**config.mk**
```make
export PLATFORM = sky130hd
export DESIGN_NAME = bpu_ctrl
export DESIGN_NICKNAME = d
export VERILOG_FILES = /design/src/rtl/bpu_ctrl.sv
export SDC_FILE = /design/constraint.sdc
export NUM_CORES = 1
export LEC_CHECK = 0
export CAP_MARGIN = 20
export CORE_MARGIN = 5
export CORE_UTILIZATION = 30
export DETAILED_ROUTE_END_ITERATION = 12
export HOLD_SLACK_MARGIN = 0.12
export SLEW_MARGIN = 25
export SYNTH_ARGS = -nofsm -noshare
export SYNTH_HDL_FRONTEND = slang
export SYNTH_SLANG_ARGS = --single-unit
export TNS_END_PERCENT = 50
```
**constraint.sdc**
```tcl
create_clock -name clk_i -period 7 [get_ports clk_i]
set_input_delay 1.05 -clock clk_i [delete_from_list [all_inputs] [get_ports clk_i]]
set_output_delay 1.05 -clock clk_i [all_outputs]
set_load 0.005 [all_outputs]
```
**src/rtl/bpu_ctrl.sv**
```systemverilog
// Branch predictor sequencing controller: post-reset table sweep, in-order
// prediction FIFO, and resolve-time update/redirect generation.
module bpu_ctrl #(
  parameter int NUM_ENTRIES = 64,
  parameter int IDX_W       = 6,
  parameter int FIFO_DEPTH  = 4
) (
  input  logic             clk_i,
  input  logic             rst_i,
  input  logic             if_fire_i,
  input  logic [31:0]      if_pc_i,
  input  logic             if_pred_taken_i,
  input  logic [31:0]      if_pred_target_i,
  output logic             if_stall_o,
  input  logic             id_valid_i,
  input  logic             id_isJump_i,
  input  logic             id_taken_i,
  input  logic [31:0]      id_target_i,
  output logic             flush_o,
  output logic [31:0]      flush_pc_o,
  output logic             upd_we_o,
  output logic [IDX_W-1:0] upd_idx_o,
  output logic             upd_clear_o,
  output logic             upd_taken_o,
  output logic [31:0]      upd_target_o,
  output logic             init_done_o
);

  localparam int PTR_W = $clog2(FIFO_DEPTH);
  localparam int CNT_W = IDX_W + 1;
  localparam logic [PTR_W:0] FULL_CNT  = (PTR_W + 1)'(FIFO_DEPTH);
  localparam logic [CNT_W-1:0] SWEEP_END = CNT_W'(NUM_ENTRIES);

  typedef enum logic [1:0] {
    ST_INIT    = 2'd0,
    ST_RUN     = 2'd1,
    ST_RECOVER = 2'd2
  } state_t;

  state_t r_state;
  state_t w_state_next;

  logic [CNT_W-1:0] r_cnt;
  logic [PTR_W-1:0] r_rd_ptr;
  logic [PTR_W-1:0] r_wr_ptr;
  logic [PTR_W:0]   r_count;

  logic [31:0] r_fifo_pc     [FIFO_DEPTH];
  logic        r_fifo_ptaken [FIFO_DEPTH];
  logic [31:0] r_fifo_ptgt   [FIFO_DEPTH];

  logic             r_flush;
  logic [31:0]      r_flush_pc;
  logic             r_upd_we;
  logic [IDX_W-1:0] r_upd_idx;
  logic             r_upd_clear;
  logic             r_upd_taken;
  logic [31:0]      r_upd_target;
  logic             r_init_done;

  logic        w_stall;
  logic        w_push;
  logic        w_pop;
  logic        w_sweep_done;
  logic [31:0] w_head_pc;
  logic        w_head_ptaken;
  logic [31:0] w_head_ptgt;
  logic        w_act;
  logic        w_mis;

  assign w_sweep_done  = (r_cnt == SWEEP_END);
  // No full-bypass: a pop in the same cycle does not release a full stall.
  assign w_stall       = (r_state != ST_RUN) | (r_count == FULL_CNT);
  assign w_push        = if_fire_i & ~w_stall;
  assign w_pop         = id_valid_i & (r_state == ST_RUN) & (r_count != '0);

  assign w_head_pc     = r_fifo_pc[r_rd_ptr];
  assign w_head_ptaken = r_fifo_ptaken[r_rd_ptr];
  assign w_head_ptgt   = r_fifo_ptgt[r_rd_ptr];

  assign w_act = id_isJump_i & id_taken_i;
  assign w_mis = (w_head_ptaken ^ w_act) |
                 (w_head_ptaken & w_act & (w_head_ptgt != id_target_i));

  always_ff @(posedge clk_i) begin
    if (rst_i) r_state <= ST_INIT;
    else       r_state <= w_state_next;
  end

  always_comb begin
    // NOTE: default first so every path assigns the signal and no latch is inferred.
    w_state_next = r_state;
    unique case (r_state)
      ST_INIT:    if (w_sweep_done) w_state_next = ST_RUN;
      ST_RUN:     if (w_pop && w_mis) w_state_next = ST_RECOVER;
      ST_RECOVER: w_state_next = ST_RUN;
      default:    w_state_next = ST_INIT;
    endcase
  end

  // NOTE: payload storage is not reset; r_count alone decides which slots are live.
  always_ff @(posedge clk_i) begin
    if (w_push) begin
      r_fifo_pc[r_wr_ptr]     <= if_pc_i;
      r_fifo_ptaken[r_wr_ptr] <= if_pred_taken_i;
      r_fifo_ptgt[r_wr_ptr]   <= if_pred_target_i;
    end
  end

  always_ff @(posedge clk_i) begin
    if (rst_i) begin
      r_cnt        <= '0;
      r_rd_ptr     <= '0;
      r_wr_ptr     <= '0;
      r_count      <= '0;
      r_flush      <= 1'b0;
      r_flush_pc   <= '0;
      r_upd_we     <= 1'b0;
      r_upd_idx    <= '0;
      r_upd_clear  <= 1'b0;
      r_upd_taken  <= 1'b0;
      r_upd_target <= '0;
      r_init_done  <= 1'b0;
    end else begin
      r_upd_we <= 1'b0;
      r_flush  <= 1'b0;

      case (r_state)
        ST_INIT: begin
          if (!w_sweep_done) begin
            r_upd_we     <= 1'b1;
            r_upd_idx    <= r_cnt[IDX_W-1:0];
            r_upd_clear  <= 1'b1;
            r_upd_taken  <= 1'b0;
            r_upd_target <= '0;
            r_cnt        <= r_cnt + 1'b1;
          end else begin
            r_init_done <= 1'b1;
          end
        end

        ST_RUN: begin
          if (w_pop) begin
            if (id_isJump_i) begin
              r_upd_we     <= 1'b1;
              r_upd_idx    <= w_head_pc[IDX_W+1:2];
              r_upd_clear  <= 1'b0;
              r_upd_taken  <= id_taken_i;
              r_upd_target <= id_target_i;
            end else if (w_head_ptaken) begin
              // Non-branch predicted taken: the entry aliases, knock it back.
              r_upd_we     <= 1'b1;
              r_upd_idx    <= w_head_pc[IDX_W+1:2];
              r_upd_clear  <= 1'b1;
              r_upd_taken  <= 1'b0;
              r_upd_target <= '0;
            end
            if (w_mis) begin
              r_flush    <= 1'b1;
              r_flush_pc <= w_act ? id_target_i : (w_head_pc + 32'd4);
            end
          end

          if (w_pop && w_mis) begin
            // Flush wins: drop everything in flight, including a same-cycle push.
            r_rd_ptr <= '0;
            r_wr_ptr <= '0;
            r_count  <= '0;
          end else begin
            if (w_push) r_wr_ptr <= r_wr_ptr + 1'b1;
            if (w_pop)  r_rd_ptr <= r_rd_ptr + 1'b1;
            case ({w_push, w_pop})
              2'b10:   r_count <= r_count + 1'b1;
              2'b01:   r_count <= r_count - 1'b1;
              default: r_count <= r_count;
            endcase
          end
        end

        default: ;
      endcase
    end
  end

  assign if_stall_o   = w_stall;
  assign flush_o      = r_flush;
  assign flush_pc_o   = r_flush_pc;
  assign upd_we_o     = r_upd_we;
  assign upd_idx_o    = r_upd_idx;
  assign upd_clear_o  = r_upd_clear;
  assign upd_taken_o  = r_upd_taken;
  assign upd_target_o = r_upd_target;
  assign init_done_o  = r_init_done;

endmodule
```
### Word-level counts from Yosys, hierarchy flattened

Memories as Yosys holds them, arrays and structs flattened. A register that Yosys moved wholly into a read port is not among the register bits.
Cells that the tools add are included.

* $add $sub $neg: 6
* eq/ne operators: 13
* mux-type cells: 44
* bitwise gates (word level): 13
* reductions and logical operators: 16

Operators with widths (count)
* $mux 32: 5
* $pmux 32 s2: 1
* $add 32x3->32 const B: 1
* $ne 32x32->1: 1
* $mux 2: 12
* $mux 6: 4
* $mux 1: 15
* $pmux 6 s2: 1
* $reduce_and 2->1: 6
* $add 7x1->7 const B: 1
* $eq 7x7->1 const B: 1
* $and 1x1->1: 6
* $ne 2x2->1 const B: 3
* $pmux 1 s2: 3
* $pmux 2 s3: 1
* $pmux 3 s2: 1
* $reduce_bool 2->1: 3
* $reduce_bool 3->1: 2
* $add 2x1->2 const B: 2
* $eq 2x1->1 const B: 2
* $eq 2x2->1 const B: 2
* $ne 2x1->1 const B: 2
* $not 1->1: 4
* $reduce_and 4->1: 1
* other kinds (11): 12

* bits in registers: 91
* RAM bits: 260
* output and inout port bits: 76
* memories: 3

Memory list
* r_fifo_pc: words 4, width 32, rd ports 1, clocked after Yosys merged registers in 1, write ports 1, RTL line 48 `logic [31:0] r_fifo_pc [FIFO_DEPTH];`
* r_fifo_ptgt: words 4, width 32, rd ports 1, clocked after Yosys merged registers in 1, write ports 1, RTL line 50 `logic [31:0] r_fifo_ptgt [FIFO_DEPTH];`
* r_fifo_ptaken: words 4, width 1, rd ports 1, clocked after Yosys merged registers in 1, write ports 1, RTL line 49 `logic r_fifo_ptaken [FIFO_DEPTH];`

### Longest topological paths before layout

Gate-level depths: netlist of run 1.

* depth in word-level cells: 9
* depth in mapped cells: 12

### Worst setup path after synthesis of run 1

No wires, ideal clock.

* path type: input to register
* start point: input if_fire_i
* end point: memory r_fifo_pc[0][0] (enable)
* setup time: 430 ps
* arrival: 2935 ps
* setup slack: 3635 ps
* cell stages on the path: 3
* path buffers: 0
* cells stage by stage: inv_1 nor2_1 and2_1

* longest elaborated chain between the ends: 3

Ends and longest elaborated chain
* from (decl): RTL line 10 `input logic if_fire_i,`
* $and 1x1->1: RTL line 74 `assign w_push = if_fire_i & ~w_stall;`
* $mux 1: RTL line 103 `if (w_push) begin`
* $mux 1 (implied by the code): RTL line 104 `r_fifo_pc[r_wr_ptr] <= if_pc_i;`
* to (decl): RTL line 48

Every way passes these cells.

==> results.py, run 1 <==
metrics = {
    "status": {
        "status": "completed",
    },
    "clocking": {
        "cts.reportedPaths.clkPinSlew_ns": 0.06,
        "cts_resized": 0,
        "cts-root-buf": "clkbuf_16",
        "cts_hold_buf": 0,
        "insertion_delay_ns": 0.55,
        "cts_tree": "built",
        "cts_buffers": 39,
        "clk_path_buf_depth": 3,
        "cts.sink_count": 353,
        "htree_levels": 2,
        "cts_setup_buffers": 0,
    },
    "hold_path": {
        "holdPathStages": 2,
        "hp-class": "flip-flop to flip-flop",
        "hp-start": "flush_pc_o[30]",
        "min_to": "flush_pc_o[30]",
    },
    "synth": {
        "avgSynthCellArea_um2": 15.5,
        "ys_seq_elements": 353,
        "synth_warnings": 0,
        "synthArstFlopShare_pct": 0,
        "syn_area_mm2": 0.0146,
        "synthCells": 941,
        "yosysSeqAreaShare_pct": 66.3,
        "synthDistinctLibCells": 65,
        "synthFlopType": "edfxtp_1",
        "synth_nets": 1053,
        "synth_edf_count": 260,
    },
    "global_routing": {
        "grt_pass1_vias": 8724,
        "grt_pass1_wl_um": 58800,
        "antenna_found_initial": 6,
        "gr-total-overflow": 0,
        "grt_max_degree": 82,
        "grt.total_usage_pct": 14.8,
    },
    "detailed_routing": {
        "wire_per_inst_um": 22.8,
        "first_pass_iters": 5,
        "routed_via_density": 4.95,
        "finalWirelength_um": 40300,
        "drt_iter0_drc": 758,
        "drcViolationCount": 0,
        "detail-route-antenna-nets": 0,
        "vias": 8761,
    },
    "floorplan": {
        "die_y_um": 230,
        "die_area_mm2": 0.0531,
        "die_w_um": 230,
        "core_mm2": 0.0479,
        "row_count": 80,
        "io_pins": 179,
        "initial_core_util_pct": 30.4,
    },
    "critical_path": {
        "r2r_cells": 8,
        "r2r-end": "flush_pc_o[28]",
        "cp-end-kind": "flip-flop",
        "cp.arrival_ns": 4.88,
        "reg2reg_slack_ns": 2.53,
        "startpoint_type": "flip-flop",
        "critical_path_required_ns": 7.42,
        "crit_type": "flip-flop to flip-flop",
        "crit_fanout": 41,
    },
    "timing": {
        "rsz0062_at_grt": "no",
        "slew_viol_final": 0,
        "setup_viol": 0,
        "tightest_slew_ns": 1.03,
        "fmax_mhz": 224,
        "fin_worst_skew_ns": 0.0273,
        "period_share_pct": 63.8,
        "fin_ws_ns": 2.53,
        "min_period_ns": 4.47,
        "relSlewSlack_pct": 31.0,
        "hold_violations": 0,
        "fin_setup_tns_ns": 0,
    },
    "power_and_ir_drop": {
        "p_per_area_mw_per_mm2": 239,
        "vdd.ir_drop.worst_mv": 0.135,
        "leakage_nw": 5.89,
        "p_total_w": 0.00433,
    },
    "final_layout": {
        "syn_to_final_growth_pct": 24.5,
        "seq_area_mm2": 0.00967,
        "multi_input_area_mm2": 0.00453,
        "fin_nets": 1233,
        "drive_gt1_share_pct": 12.9,
        "layout_common_cells": "edfxtp_1 (260), clkdlybuf4s50_1 (177), dfxtp_1 (91)",
        "instances_no_fill": 1769,
        "fillerInstances": 4455,
        "layout_commonest_cell": "edfxtp_1",
    },
    "placed_design": {
        "port_buffers": 178,
        "post-place-cells": 1695,
        "gp_congestion": 0.798,
        "pre_cts_ws_ns": 2.34,
        "hpwlAfterDp_um": 28100,
    },
    "job": {
        "cap_violations": 0,
    },
}
## cell families after synthesis
logic type	count (synthesis)	share of synthesized area [%]
AND/OR/NAND/NOR	240	8.15
adder cells (fa/ha/maj)	9	0.824
AO/OA/AOI/OAI	115	5.73
flip-flops	353	66.3
buffers and inverters	66	2.73
multiplexers	102	12.9
XOR/XNOR	56	3.37
## critical path, stage by stage, from the launching register on
cell     delay, ns
dfxtp_4       0.89
buf_4         0.57
mux4_1        0.64
xor2_1        0.16
or4_4         0.52
a21oi_2       0.14
a31o_2        0.72
buf_4         0.36
mux2_1        0.33
## power by group
part	switching, W	internal [W]	total, W	leakage [nW]
Clock	0.000802	0.00113	0.00193	0.585
Combinational	0.0000805	0.0000731	0.000154	2.22
Sequential	0.00000297	0.00224	0.00225	3.09
Total	0.000886	0.00345	0.00433	5.89
## layout make-up
cell class | instances | area share [%]
inverters | 13 | 0.269
flip-flops and latches | 353 | 53.3
multi-input cells | 522 | 25.0
well taps | 615 | 4.24
clock inverters | 11 | 0.586
diodes | 3 | 0.0414
repair buffers | 192 | 10.5
clock buffers | 60 | 6.09
## worst max-delay path by stage
stage,from,endpoint,slack [ns],cells past startpoint
after floorplan,if_fire_i,r_fifo_pc[0][0],3.64,3
after global placement,id_isJump_i,flush_pc_o[28],2.39,9
after detailed placement,id_isJump_i,flush_pc_o[28],2.34,9
after CTS,flip-flop,flush_pc_o[28],2.40,8
after global routing,flip-flop,flush_pc_o[28],2.22,8
final,flip-flop,flush_pc_o[28],2.53,8
## cell usage after synthesis (16+ instances only)
master,n,share of area [%]
a22oi_1,33,1.7
clkbuf_1,19,0.49
dfxtp_1,93,13
edfxtp_1,260,54
mux2i_1,32,2.2
mux4_2,49,7.6
nand2_1,67,1.7
nand4_1,16,0.69
nor2_1,74,1.9
nor3_1,19,0.65
o21ai_0,19,0.65
xnor2_1,43,2.6
## flip-flops by register name (all words and copies together), names as in the netlist, 2 cells and up, named ones only
signal / cells
flush_pc_o: 32
r_cnt: 7
r_count: 3
r_fifo_pc: 128
r_fifo_ptaken: 4
r_fifo_ptgt: 128
r_rd_ptr: 2
r_state: 2
r_wr_ptr: 2
upd_idx_o: 6
upd_target_o: 32
## per-stage QoR
| step | utilization (%) | cell area [um2] | hold WS (ns) |
|---|---|---|---|
| after detailed placement | 35.3 | 16900 | 0.454 |
| after global routing | 37.8 | 18100 | 0.479 |
| after floorplan | - | 14600 | 0.454 |
| after CTS | 37.8 | 18100 | 0.463 |
| final | 37.8 | 18100 | 0.461 |
| after global placement | 35.2 | 16900 | 0.448 |
## routing by layer
layer  up-vias  part of all wire [%]  track usage (%)  wire length (um)
li1       4024                     -                -                 -
met1      4384                    44             20.2             17800
met2       290                    46             23.1             18600
met3        57                   7.5             4.78              3030
met4         6                   2.1             3.51               843
met5         -                  0.10                0                41
(Power assumes the default switching activity.)
==> run 2: changes to the inputs <==
clock period = 3.7 ns   (was 7 ns; I/O delays follow)
==> run 2 against run 1 <==
Routed wire length increased by 1.6%. Register-to-register slack got worse by 2.3 ns. Combinational power rose by 100%. First-iteration DRC count grew 15%. Clock-buffer cell count is 2 lower. Worst setup slack got worse by 2.3 ns. Final cell count is 1.4% higher. Highest routed layer unchanged.
==> results.py, run 2 (synthesis results as in run 1) <==
metrics = {
    "clocking": {
        "cts_tree": "built",
        "cts_setup_buffers": 0,
        "cts_hold_buf": 0,
        "cts_buffers": 39,
        "cts.sink_count": 353,
        "cts_resized": 0,
        "htree_levels": 2,
        "clk_path_buf_depth": 3,
        "insertion_delay_ns": 0.54,
        "cts.reportedPaths.clkPinSlew_ns": 0.06,
        "cts-root-buf": "clkbuf_16",
    },
    "detailed_routing": {
        "drt_iter0_drc": 874,
        "detail-route-antenna-nets": 0,
        "finalWirelength_um": 41000,
        "wire_per_inst_um": 22.8,
        "routed_via_density": 5.01,
        "drcViolationCount": 0,
        "vias": 8990,
        "first_pass_iters": 5,
    },
    "global_routing": {
        "antenna_found_initial": 7,
        "gr-total-overflow": 0,
        "met3_usage_pct": 3.81,
        "grt_pass1_vias": 8857,
        "grt_pass1_wl_um": 59500,
        "use_met2_pct": 23.2,
        "use_met1_pct": 21.0,
        "grt.total_usage_pct": 14.9,
        "grt_max_degree": 81,
        "top_usage_layer": "met2",
    },
    "critical_path": {
        "crit_fanout": 22,
        "r2r_cells": 8,
        "critical_path_required_ns": 4.17,
        "reg2reg_slack_ns": 0.26,
        "cp-end-kind": "flip-flop",
        "slowest_stage": "dfxtp_4",
        "endpoint": "flush_pc_o[12]",
        "crit_top_cell": "buf_4",
        "cp.arrival_ns": 3.91,
        "cp_cell_sequence": "buf_4 > mux4_1 > xnor2_1 > nand4_1 > nor4_2 > a31o_2 > buf_4 > mux2i_1",
        "crit_type": "flip-flop to flip-flop",
        "r2r-end": "flush_pc_o[12]",
        "worst_path_largest_cell_delay_ns": 0.68,
        "startpoint_type": "flip-flop",
    },
    "timing": {
        "tightest_slew_ns": 0.998,
        "period_share_pct": 92.9,
        "hold_violations": 0,
        "fin_setup_tns_ns": 0,
        "fin_ws_ns": 0.262,
        "fmax_mhz": 291,
        "slew_viol_final": 0,
        "min_period_ns": 3.44,
        "relSlewSlack_pct": 33.5,
        "fin_worst_skew_ns": 0.0211,
        "rsz0062_at_grt": "no",
        "setup_viol": 0,
    },
    "placed_design": {
        "gp_congestion": 0.787,
        "pre_cts_ws_ns": 0.323,
        "post-place-cells": 1719,
        "placed_area_mm2": 0.0172,
        "hpwlAfterDp_um": 28900,
        "port_buffers": 178,
    },
    "hold_path": {
        "hp-class": "flip-flop to flip-flop",
        "holdPathStages": 2,
        "hp-start": "flush_pc_o[27]",
    },
    "final_layout": {
        "top_regs": "r_fifo_pc: 128 flops, r_fifo_ptgt: 128 flops",
        "instances_no_fill": 1794,
        "fin_util_pct": 38.4,
        "drive_gt1_share_pct": 14.8,
        "design_area_mm2": 0.0184,
        "fin_nets": 1257,
        "fillerInstances": 4438,
        "seq_area_mm2": 0.00967,
        "layout_commonest_cell": "edfxtp_1",
        "multi_input_area_mm2": 0.00453,
        "layout_common_cells": "edfxtp_1 (260), clkdlybuf4s50_1 (177), dfxtp_1 (91)",
        "syn_to_final_growth_pct": 26.3,
    },
    "job": {
        "cap_violations": 0,
    },
    "power_and_ir_drop": {
        "leakage_nw": 6.05,
        "vdd.ir_drop.worst_mv": 0.258,
        "p_per_area_mw_per_mm2": 449,
    },
    "floorplan": {
        "die_w_um": 230,
        "io_pins": 179,
        "core_mm2": 0.0479,
        "die_area_mm2": 0.0531,
        "die_y_um": 230,
        "initial_core_util_pct": 30.4,
        "row_count": 80,
    },
    "status": {
        "status": "completed",
    },
}
-- run 2: where the power goes --
group          switching [W]  internal, W  total, W
combinational       0.000166     0.000142  0.000308
clock                0.00156      0.00215   0.00371
sequential        0.00000613      0.00425   0.00425
total                0.00173      0.00654   0.00827
-- run 2: per-stage QoR --
step                      hold slack, ns  power (W)
after floorplan                    0.454    0.00442
after global placement             0.452    0.00464
after detailed placement           0.455    0.00464
after CTS                          0.471    0.00835
after global routing               0.488    0.00855
final                              0.463    0.00827
-- run 2: layout make-up --
class	count	area share [%]
diodes	3	0.0408
clock buffers	58	5.96
clock inverters	14	0.754
inverters	13	0.265
multi-input cells	522	24.6
flip-flops and latches	353	52.6
well taps	615	4.18
repair buffers	216	11.6
-- run 2: worst min path at each step --
stage	end	slack, ns
after floorplan	flush_pc_o[19]	0.45
after global placement	flush_pc_o[27]	0.45
after detailed placement	flush_pc_o[20]	0.46
after CTS	flush_pc_o[27]	0.47
after global routing	flush_pc_o[23]	0.49
final	flush_pc_o[27]	0.46
-- run 2: worst max-delay path: cells and delay by family, from the launching register on --
family | cells | cell delay, ns
AOI/OAI and AO/OA | 1 | 0.51
xor gates and xnor gates | 1 | 0.25
buffers and inverters | 2 | 0.50
DFF | 1 | 0.68
muxes | 2 | 0.76
and+or+nand+nor | 2 | 0.68
-- run 2: metal layers --
layer,up-vias,part of all wire (%)
li1,4060,-
met1,4566,45
met2,300,46
met3,60,6.7
met4,4,2.2
met5,-,0.066
==> run 3: changes to the inputs <==
HOLD_SLACK_MARGIN = 0.06   (was 0.12)
==> results of run 3 <==
Same layout as run 2: the final DEF is identical, and so are final timing and power.
